### src/rtl/bka_arb_pkg.sv
`default_nettype none
// ============================================================================
// Module      : bka_arb_pkg
// Description : Shared constants and types for the round-robin shared
//               Brent-Kung adder block (requester count, operand width,
//               requester index width, arbitration state encoding).
// Revision    : 1.0 - initial release
// ============================================================================
package bka_arb_pkg;

    localparam int N_REQ = 4;   // number of requesters (fixed)
    localparam int W     = 10;  // operand width, matches the 10-bit adder core
    localparam int ID_W  = 2;   // requester index width

    // ARB   : normal round-robin arbitration
    // CHAIN : grant locked to one requester, carry chained between words
    typedef enum logic [0:0] {
        ARB   = 1'b0,
        CHAIN = 1'b1
    } state_t;

endpackage : bka_arb_pkg
`default_nettype wire

### src/rtl/UBPriBKA_9_0.sv
`default_nettype none
// ============================================================================
// Module      : UBPriBKA_9_0
// Description : 10-bit unsigned Brent-Kung prefix adder with carry-in.
//               S = X + Y + Cin, full 11-bit result (S[10] is carry-out).
// Ports       : X[9:0], Y[9:0]  operands
//               Cin             carry-in
//               S[10:0]         sum with carry-out in the MSB
// Revision    : 1.0 - initial release
// ============================================================================
module UBPriBKA_9_0 (
    input  logic [9:0]  X,
    input  logic [9:0]  Y,
    input  logic        Cin,
    output logic [10:0] S
);

    logic [9:0] w_p;   // bitwise propagate
    logic [9:0] w_g;   // group generate, ends up as carry out of bits [i:0]
    logic [9:0] w_pp;  // group propagate

    always_comb begin
        w_p  = X ^ Y;
        w_pp = w_p;
        w_g  = X & Y;
        // Folding the carry-in into bit 0 makes every prefix include it,
        // so w_g[i] becomes the carry into bit i+1.
        w_g[0] = w_g[0] | (w_p[0] & Cin);

        // Up-sweep: build power-of-two spans ending at nodes 2s-1, 4s-1, ...
        for (int l = 0; l < 4; l++) begin
            for (int i = (2 << l) - 1; i < 10; i += (2 << l)) begin
                w_g[i]  = w_g[i] | (w_pp[i] & w_g[i - (1 << l)]);
                w_pp[i] = w_pp[i] & w_pp[i - (1 << l)];
            end
        end

        // Down-sweep: fill in the remaining prefixes from already-complete ones.
        for (int l = 2; l >= 0; l--) begin
            for (int i = 3 * (1 << l) - 1; i < 10; i += (2 << l)) begin
                w_g[i]  = w_g[i] | (w_pp[i] & w_g[i - (1 << l)]);
                w_pp[i] = w_pp[i] & w_pp[i - (1 << l)];
            end
        end
    end

    assign S[0]   = w_p[0] ^ Cin;
    assign S[9:1] = w_p[9:1] ^ w_g[8:0];
    assign S[10]  = w_g[9];

endmodule : UBPriBKA_9_0
`default_nettype wire

### src/rtl/rr_arbiter_4.sv
`default_nettype none
// ============================================================================
// Module      : rr_arbiter_4
// Description : Combinational one-hot round-robin grant for four requesters.
//               The search starts at prio_ptr; when lock is high the grant
//               is forced to lock_id (and is empty if lock_id is idle).
// Ports       : req_valid[3:0]  request vector
//               prio_ptr[1:0]   highest-priority requester this cycle
//               lock            force grant to lock_id
//               lock_id[1:0]    locked requester
//               grant[3:0]      one-hot grant (all zero when nothing granted)
//               grant_id[1:0]   index of the granted requester
// Revision    : 1.0 - initial release
// ============================================================================
module rr_arbiter_4
    import bka_arb_pkg::*;
(
    input  logic [N_REQ-1:0] req_valid,
    input  logic [ID_W-1:0]  prio_ptr,
    input  logic             lock,
    input  logic [ID_W-1:0]  lock_id,
    output logic [N_REQ-1:0] grant,
    output logic [ID_W-1:0]  grant_id
);

    always_comb begin
        logic [ID_W-1:0] idx;
        grant    = '0;
        grant_id = '0;
        idx      = '0;
        if (lock) begin
            if (req_valid[lock_id]) begin
                grant[lock_id] = 1'b1;
                grant_id       = lock_id;
            end
        end else begin
            // Scan from the farthest position back to prio_ptr so the last
            // hit (the closest to prio_ptr) wins.
            for (int k = N_REQ - 1; k >= 0; k--) begin
                idx = prio_ptr + ID_W'(k);
                if (req_valid[idx]) begin
                    grant      = '0;
                    grant[idx] = 1'b1;
                    grant_id   = idx;
                end
            end
        end
    end

endmodule : rr_arbiter_4
`default_nettype wire

### src/rtl/bka_add_arbiter.sv
`default_nettype none
// ============================================================================
// Module      : bka_add_arbiter
// Description : One 10-bit Brent-Kung adder shared round-robin by four
//               valid/ready requesters. Results are registered in a
//               one-entry output stage with back-pressure and tagged with
//               the requester index.
//               Optional macro BKA_ARB_CHAIN_EN: a beat with req_last=0 locks
//               the adder to that requester and chains the carry between
//               words until a beat with req_last=1.
// Ports       : clk, rst (sync, active-high)
//               req_valid/req_ready[3:0], req_x/req_y[39:0] (10 bits each),
//               req_cin[3:0], req_last[3:0]
//               rsp_valid, rsp_ready, rsp_sum[10:0], rsp_id[1:0]
// Revision    : 1.0 - initial release
// ============================================================================
module bka_add_arbiter
    import bka_arb_pkg::*;
(
    input  logic               clk,
    input  logic               rst,
    input  logic [N_REQ-1:0]   req_valid,
    output logic [N_REQ-1:0]   req_ready,
    input  logic [N_REQ*W-1:0] req_x,
    input  logic [N_REQ*W-1:0] req_y,
    input  logic [N_REQ-1:0]   req_cin,
    input  logic [N_REQ-1:0]   req_last,
    output logic               rsp_valid,
    input  logic               rsp_ready,
    output logic [W:0]         rsp_sum,
    output logic [ID_W-1:0]    rsp_id
);

    logic [ID_W-1:0]  r_prio_ptr;
    logic [N_REQ-1:0] w_grant;
    logic [ID_W-1:0]  w_grant_id;
    logic             w_can_load;
    logic             w_xfer;
    logic             w_lock;
    logic [ID_W-1:0]  w_lock_id;
    logic             w_cin;
    logic [W-1:0]     w_x;
    logic [W-1:0]     w_y;
    logic [W:0]       w_sum;

`ifdef BKA_ARB_CHAIN_EN
    state_t           r_state;
    logic             r_carry_q;
    logic [ID_W-1:0]  r_lock_id;

    assign w_lock    = (r_state == CHAIN);
    assign w_lock_id = r_lock_id;
    // Inside a chain the carry comes from the previous word, not the requester.
    assign w_cin     = w_lock ? r_carry_q : req_cin[w_grant_id];
`else
    logic             w_unused_last;

    assign w_lock        = 1'b0;
    assign w_lock_id     = '0;
    assign w_cin         = req_cin[w_grant_id];
    assign w_unused_last = ^req_last;
`endif

    // Output register can take a new result when empty or being drained.
    assign w_can_load = !rsp_valid | rsp_ready;

    rr_arbiter_4 u_arb (
        .req_valid (req_valid),
        .prio_ptr  (r_prio_ptr),
        .lock      (w_lock),
        .lock_id   (w_lock_id),
        .grant     (w_grant),
        .grant_id  (w_grant_id)
    );

    assign req_ready = w_grant & {N_REQ{w_can_load & !rst}};
    assign w_xfer    = |req_ready;

    assign w_x = req_x[w_grant_id*W +: W];
    assign w_y = req_y[w_grant_id*W +: W];

    UBPriBKA_9_0 u_add (
        .X   (w_x),
        .Y   (w_y),
        .Cin (w_cin),
        .S   (w_sum)
    );

    always_ff @(posedge clk) begin
        if (rst) begin
            rsp_valid  <= 1'b0;
            rsp_sum    <= '0;
            rsp_id     <= '0;
            r_prio_ptr <= '0;
`ifdef BKA_ARB_CHAIN_EN
            r_state    <= ARB;
            r_carry_q  <= 1'b0;
            r_lock_id  <= '0;
`endif
        end else begin
            if (w_xfer) begin
                rsp_valid  <= 1'b1;
                rsp_sum    <= w_sum;
                rsp_id     <= w_grant_id;
                r_prio_ptr <= w_grant_id + 1'b1;
`ifdef BKA_ARB_CHAIN_EN
                r_carry_q  <= w_sum[W];
                case (r_state)
                    ARB: begin
                        if (!req_last[w_grant_id]) begin
                            r_state   <= CHAIN;
                            r_lock_id <= w_grant_id;
                        end
                    end
                    CHAIN: begin
                        if (req_last[w_grant_id]) begin
                            r_state    <= ARB;
                            r_prio_ptr <= r_lock_id + 1'b1;
                        end
                    end
                    default: r_state <= ARB;
                endcase
`endif
            end else if (rsp_ready) begin
                // Drained with nothing new: sum/id keep their last values.
                rsp_valid <= 1'b0;
            end
        end
    end

endmodule : bka_add_arbiter
`default_nettype wire

### config.mk
export PLATFORM = sky130hd
export DESIGN_NAME = bka_add_arbiter
export DESIGN_NICKNAME = d
export VERILOG_FILES = /design/src/rtl/bka_arb_pkg.sv /design/src/rtl/UBPriBKA_9_0.sv /design/src/rtl/rr_arbiter_4.sv /design/src/rtl/bka_add_arbiter.sv
export SDC_FILE = /design/constraint.sdc
export NUM_CORES = 1
export LEC_CHECK = 0
export CORE_AREA = 2 2 103 65
export DETAILED_ROUTE_END_ITERATION = 6
export DIE_AREA = 0 0 105 67
export PLACE_DENSITY_LB_ADDON = 0.25
export SLEW_MARGIN = 30
export SYNTH_ARGS = -nofsm -noshare
export SYNTH_HDL_FRONTEND = slang
export SYNTH_SLANG_ARGS = --single-unit
### constraint.sdc
create_clock -name clk -period 5.2 [get_ports clk]
set_clock_uncertainty 0.2 [all_clocks]
set_input_delay 0.78 -clock clk [delete_from_list [all_inputs] [get_ports clk]]
set_output_delay 0.78 -clock clk [all_outputs]
set_load 0.05 [all_outputs]
## Word level (Yosys, flattened, before mapping)

Index checks and enable logic that the tools add are counted.

- Add/sub/neg operators: 4
- Multipliers: 1
- Magnitude comparators: 9
- Shift-type cells: 2
- Multiplexer cells: 28
- Bitwise operators: 42
- Reductions and logical operators: 8

Operators by type and width:

| kind | number |
|---|---|
| variable part select 40 x 7 -> 10 bit | 2 |
| AND 1 bit | 21 |
| 2-to-1 mux 4 bit | 4 |
| bitwise OR 1 bit | 16 |
| < comparator 2 x 3 -> 1 bit (second input constant) | 5 |
| 2-to-1 mux 1 bit | 11 |
| AND 10 bit | 1 |
| binary-select mux 1 bit (select 2 bit) | 5 |
| bitwise XOR 10 bit | 1 |
| bitwise XOR 9 bit | 1 |
| demux 1 bit (select 2 bit) | 4 |
| >= comparator 2 x 1 -> 1 bit (second input constant) | 4 |
| 2-to-1 mux 2 bit | 4 |
| multiplier 2 x 3 -> 5 bit (second input constant) | 1 |
| adder 2 x 1 -> 2 bit (second input constant) | 2 |
| adder 2 bit (second input constant) | 2 |
| AND 4 bit | 1 |
| logical AND 1 bit | 4 |
| OR reduction 4 bit | 1 |
| logical NOT 1 bit | 2 |
| nonzero test 2 bit | 1 |
| bitwise XOR 1 bit | 1 |

- Register bits: 16
- Input port bits: 95
- Output and inout port bits: 18
- Logic and storage cells: 98

## Depth between registers and ports, before layout

- Depth after elaboration: 21
- Mapped depth: 22
- Gate-level depth less buffers: 18

## Hierarchy

From an unflattened synthesis, not the netlist that was laid out.

- Cell total of the unflattened synthesis: 215
- Area total of the unflattened synthesis: 2138.3 µm²

By module, submodules not included:

| module | times used | cells an instance | area an instance (µm²) | sequential area each (µm²) |
|---|---|---|---|---|
| bka_add_arbiter | 1 | 106 | 1229.9 | 320.3 |
| rr_arbiter_4 | 1 | 68 | 525.5 | 0.0 |
| UBPriBKA_9_0 | 1 | 41 | 382.9 | 0.0 |

## Worst setup path after synthesis

No wires, ideal clock.

- Path type: reg-to-reg
- Start: register r_prio_ptr[0]
- End: register rsp_sum[8]
- Setup time: 0.059 ns
- Arrival time: 5.048 ns
- Required time: 4.941 ns
- Path slack: -0.108 ns
- Stages on the path, launching flop included: 21
- Buffers on the path: 4
- Clock period less this slack: 5.308 ns
- Cell sequence: dfxtp_1 -> buf_2 -> inv_1 -> ha_1 -> buf_2 -> mux2_1 -> o21bai_1 -> o2bb2ai_2 -> buf_2 -> buf_2 -> mux2i_1 -> a21oi_1 -> fa_1 -> fa_1 -> a21o_1 -> a21oi_1 -> o21ai_0 -> a31oi_1 -> fa_1 -> nor2_1 -> mux2_1

- Word-level cells in the longest chain between the ends: 19
- Elaborated cells between the ends (all ways): 69
- Classes of those cells: add/sub: 3; mul: 1; order compare: 8; shift: 2; mux: 26; bitwise: 24; reduce/logical: 5

RTL lines:

| what | RTL line | RTL |
|---|---|---|
| start: declaration | bka_add_arbiter.sv:34 | `logic [ID_W-1:0] r_prio_ptr;` |
| start signal: assignment | bka_add_arbiter.sv:105 | `r_prio_ptr <= w_grant_id + 1'b1;` |
| adder 2 bit | rr_arbiter_4.sv:40 | `idx = prio_ptr + ID_W'(k);` |
| binary-select mux 1 bit (select 2 bit) | rr_arbiter_4.sv:41 | `if (req_valid[idx]) begin` |
| 2-to-1 mux 1 bit (implied by the code) | rr_arbiter_4.sv:41 |  |
| 2-to-1 mux 2 bit (4 in a row) | rr_arbiter_4.sv:41 |  |
| multiplier 2 x 3 -> 5 bit | bka_add_arbiter.sv:79, bka_add_arbiter.sv:80 |  |
| variable part select 40 x 7 -> 10 bit (on tied branches) | bka_add_arbiter.sv:79, bka_add_arbiter.sv:80 |  |
| bitwise XOR 10 bit | UBPriBKA_9_0.sv:23 | `w_p = X ^ Y;` |
| AND 1 bit | UBPriBKA_9_0.sv:28 | `w_g[0] = w_g[0] \| (w_p[0] & Cin);` |
| bitwise OR 1 bit | UBPriBKA_9_0.sv:28 |  |
| AND 1 bit | UBPriBKA_9_0.sv:33 | `w_g[i] = w_g[i] \| (w_pp[i] & w_g[i - (1 << l)]);` |
| bitwise OR 1 bit | UBPriBKA_9_0.sv:33 |  |
| AND 1 bit | UBPriBKA_9_0.sv:33 |  |
| bitwise OR 1 bit | UBPriBKA_9_0.sv:33 |  |
| AND 1 bit | UBPriBKA_9_0.sv:33 |  |
| bitwise OR 1 bit | UBPriBKA_9_0.sv:33 |  |
| bitwise XOR 9 bit | UBPriBKA_9_0.sv:48 | `assign S[9:1] = w_p[9:1] ^ w_g[8:0];` |
| end signal: assignment | bka_add_arbiter.sv:103 | `rsp_sum <= w_sum;` |
| end: declaration | bka_add_arbiter.sv:30 | `output logic [W:0] rsp_sum,` |

Several ways; a longest one is shown, not always the timed one. The select of a mux whose other input is x is not followed.
A chain may end at the register's enable or synchronous reset.

## Worst setup path in the final report

- Start: input port req_valid[2]
- End: register rsp_sum[8]

- Word-level cells in the longest chain between the ends: 18
- Elaborated cells between the ends (all ways): 46
- Classes of those cells: mul: 1; shift: 2; mux: 18; bitwise: 24; reduce/logical: 1

RTL lines:

| what | RTL line | RTL |
|---|---|---|
| start: declaration | bka_add_arbiter.sv:22 | `input logic [N_REQ-1:0] req_valid,` |
| binary-select mux 1 bit (select 2 bit) | rr_arbiter_4.sv:41 |  |
| 2-to-1 mux 1 bit (implied by the code) | rr_arbiter_4.sv:41 |  |
| 2-to-1 mux 2 bit (4 in a row) | rr_arbiter_4.sv:41 |  |
| multiplier 2 x 3 -> 5 bit | bka_add_arbiter.sv:79, bka_add_arbiter.sv:80 |  |
| variable part select 40 x 7 -> 10 bit (on tied branches) | bka_add_arbiter.sv:79, bka_add_arbiter.sv:80 |  |
| bitwise XOR 10 bit | UBPriBKA_9_0.sv:23 |  |
| AND 1 bit | UBPriBKA_9_0.sv:28 |  |
| bitwise OR 1 bit | UBPriBKA_9_0.sv:28 |  |
| AND 1 bit | UBPriBKA_9_0.sv:33 |  |
| bitwise OR 1 bit | UBPriBKA_9_0.sv:33 |  |
| AND 1 bit | UBPriBKA_9_0.sv:33 |  |
| bitwise OR 1 bit | UBPriBKA_9_0.sv:33 |  |
| AND 1 bit | UBPriBKA_9_0.sv:33 |  |
| bitwise OR 1 bit | UBPriBKA_9_0.sv:33 |  |
| bitwise XOR 9 bit | UBPriBKA_9_0.sv:48 |  |

Several ways; a longest one is shown, not always the timed one. The select of a mux whose other input is x is not followed.

==> run summary <==
LOGIC SYNTHESIS
---------------------------------------------------------------------------------
Main flop type after synthesis                                       sky130_fd_sc_hd__dfxtp_1
Seq/Total Area, Yosys                                                       14.6%
Post-Synthesis Cells                                                          258
Count of flip-flops with a built-in enable after synthesis                      0
Post-Synthesis Mean Instance Area                                        8.53 µm²
Share of async-settable or async-resettable flops after synthesis              0%
Nets in the synthesized netlist                                               374
Number of synthesis warnings                                                    0
Yosys reg bits                                                                 16
Synthesized area                                                         2200 µm²
Count of cell types in the netlist                                             38

DETAILED ROUTING
---------------------------------------------------------------------------------
Number of vias in the routed layout                                         2,324
WL/cell                                                                   13.5 µm
Antenna violation net count after detailed routing                              0
Remaining routing DRC violations                                                0
Starting DRC count in detailed routing                                        112
Detailed-route wire length                                                6300 µm
1st-pass router iterations                                                      4
Via density per instance                                                     5.00

POWER
---------------------------------------------------------------------------------
Cell area power density                                                766 nW/µm²
Part of the total power dissipated in combinational logic                   89.4%
Sequential cell fraction of total power                                      7.2%
Overall power after layout                                                2.75 mW
Reported leakage power                                                    1.54 nW
Power share of the clock group                                               3.4%
Internal power                                                            1.38 mW
Fraction of power spent switching nets                                      49.8%
Power spent charging and discharging nets                                 1.37 mW
Peak VDD IR                                                                371 µV

GLOBAL ROUTING
---------------------------------------------------------------------------------
Global-route wire length before repair                                    9800 µm
Number of global-route vias before repair                                   2,157
Pin count of the biggest net entering global routing                           21
Overall Global Routing Usage                                                17.5%
Initial antenna violation count                                                 0
GRT overflow                                                                    0

FLOORPLANNING
---------------------------------------------------------------------------------
Horizontal extent of the die                                               105 µm
Die Height                                                                  67 µm
Starting density of the core                                                36.7%
Die area                                                                 7040 µm²
IO Pins                                                                       113
Area of the core region                                                  6000 µm²
Std-Cell Rows                                                                  22

STA
---------------------------------------------------------------------------------
Final critical delay including setup and external delays                  4930 ps
Post-route fraction of the period consumed by the critical path             94.8%
RSZ-0062 raised after global routing                                           no
Top achievable clock speed                                              0.203 GHz
Number of failing hold endpoints at the final stage                             0
Setup TNS                                                                    0 ps
Worst-Margin Slew                                                          836 ps
Final setup vio count                                                           0
Worst-case headroom to the max-slew limit                                   44.1%
Final slew viol count                                                           0

FINAL LAYOUT
---------------------------------------------------------------------------------
Fin cells                                                                     465
Commonest cells after routing, fill and taps aside                   107 x sky130_fd_sc_hd__clkdlybuf4s50_1, 43 x sky130_fd_sc_hd__mux2i_1, 29 x sky130_fd_sc_hd__buf_4
Diode insertion count for antenna repair                                        0
Fraction of final layout cells with drive strength greater than 1           12.1%
Design Area, Final                                                       3590 µm²
Leading cell type in the layout, fill and taps excluded              sky130_fd_sc_hd__clkdlybuf4s50_1
Total number of nets in the final design                                      499
Area delta synth->final                                                     63.0%
Final core area utilization                                                 59.8%

CRITICAL PATH
---------------------------------------------------------------------------------
Critical path arrival                                                     4930 ps
Cell Chain, Critical Path                                            clkdlybuf4s50_1 > mux4_2 > o21bai_2 > o2bb2ai_4 > mux2_1 > nor2_1 > a21oi_1 > fa_1 > fa_2 > a21o_1 > a21oi_2 > o21ai_1 > a31oi_1 > buf_4 > fa_1 > nor2_1 > mux2_1
Endpoint type of the worst setup path                                   flip-flop
Number of cells traversed by the worst register-to-register path               18
Delay of the slowest cell on the worst path                                500 ps
Stages on worst setup path                                                     17
Kind of cell adding the most delay to the critical path               adder cells
Worst setup path category                                                  in2reg
Cell with the biggest individual delay on the critical path          sky130_fd_sc_hd__mux4_2
Required @ worst endpoint                                                 5200 ps
Buffers and inverters on the worst path                                         2
CP Max Fanout                                                                   6
Crit start category                                                  primary input

PLACEMENT
---------------------------------------------------------------------------------
Cell Area, Placed                                                        3530 µm²
Number of buffers inserted by port buffering                                  108
Dpl cells                                                                     462
Final estimated routing congestion in global placement                      0.852
Post-DP HPWL                                                              5360 µm

CLOCK TREE
---------------------------------------------------------------------------------
Htree depth                                                                     1
Count of buffers added by post-CTS timing repair for setup                      0
Num Clock Sinks                                                                16
# resized after CTS                                                             0
Buffer cell driving the clock tree root                              sky130_fd_sc_hd__clkbuf_8
Quantity of hold-fixing buffers added after cts                                 0
Source-to-sink clock delay at the later pin of the worst-skew pair         250 ps
CTS tree                                                                      yes
Clock Path Buffers                                                              2
Clk pin slew, worst setup/hold paths                                        60 ps
CTS Buf Count                                                                   3

WORST HOLD PATH
---------------------------------------------------------------------------------
Class of the tightest hold or removal check                               reg2reg
Hold Path Cell Cnt                                                              2

STATUS
---------------------------------------------------------------------------------
Run status                                                           finished, final reports clean

JOB
---------------------------------------------------------------------------------
Maxcap violations                                                               0

[per-stage QoR]
stage	worst slack, ps	hold slack, ps
2_1_floorplan	26.5	448
3_3_place_gp	-122	247
3_5_place_dp	-208	261
4_1_cts	43.1	269
5_1_grt	13.3	285
6_report	272	264
[tightest hold or removal path: stages (launching register included)]
cell	delay, ps
sky130_fd_sc_hd__dfxtp_1	310
sky130_fd_sc_hd__nand2_1	50
sky130_fd_sc_hd__mux2i_1	60
[cell families after synthesis]
family          after synthesis  share of synthesized area (%)
mux                          71                           34.9
flops                        16                           14.6
simple gates                 59                           13.2
fa+ha+maj                    21                           14.0
xor+xnor                      4                           1.59
buf+inv                      29                           5.80
compound gates               58                           16.0
[per-layer routing]
layer	GRT usage [%]	part of all wire, %	vias to the layer above
met2	26.5	41	97
li1	-	-	1180
met5	0	0	-
met4	5.83	2.1	0
met1	24.5	49	1036
met3	4.11	7.9	11
[power by group through the flow]
stage / Sequential [mW] / Clock (mW) / Combinational (mW)
floorplan: 0.323 / 0 / 1.54
global placement: 0.200 / 0 / 2.39
detailed placement: 0.201 / 0 / 2.42
CTS: 0.198 / 0.0949 / 2.43
global route: 0.203 / 0.0992 / 2.75
finish: 0.198 / 0.0928 / 2.46
[area by class of cell]
class / instances / area [µm²]
fill: 561 / 2410
multi-input combinational: 213 / 1780
timing repair buffer: 137 / 1300
sequential: 16 / 320
tap: 84 / 105
inverter: 12 / 45.0
clock buffer: 3 / 41.3
[synthesized netlist by cell type, drive strengths merged, types with 2 or more instances]
cell	number	share of area, %
o211a	2	0.91
clkbuf	7	1.2
fa	6	5.5
a21o	2	0.68
a221o	2	0.91
a21oi	24	5.5
nor2	18	3.1
nor2b	7	2.0
nand2	22	3.8
xnor2	3	1.2
mux2	26	13
a31oi	6	1.7
nor3	2	0.45
dfxtp	16	15
buf	10	2.6
mux4	2	2.0
and3b	2	0.80
and2	2	0.57
nor3b	2	0.68
inv	11	1.9
mux2i	43	20
ha	15	8.5
o21ai	16	3.6
[state kept, by name (all words and copies together), names as in the netlist]
name	cells
rsp_valid	1
rsp_sum	11
r_prio_ptr	2
rsp_id	2
[worst paths after layout]
| check | from | to | slack [ps] |
|---|---|---|---|
| setup / recovery | req_valid[2] | rsp_sum[8] | 270 |
| hold / removal | rsp_sum[9] | rsp_sum[9] | 260 |
| setup reg to reg | r_prio_ptr[0] | rsp_sum[8] | 500 |
| hold reg to reg | rsp_sum[9] | rsp_sum[9] | 260 |
Note: power is estimated with default switching activity, not from simulation.
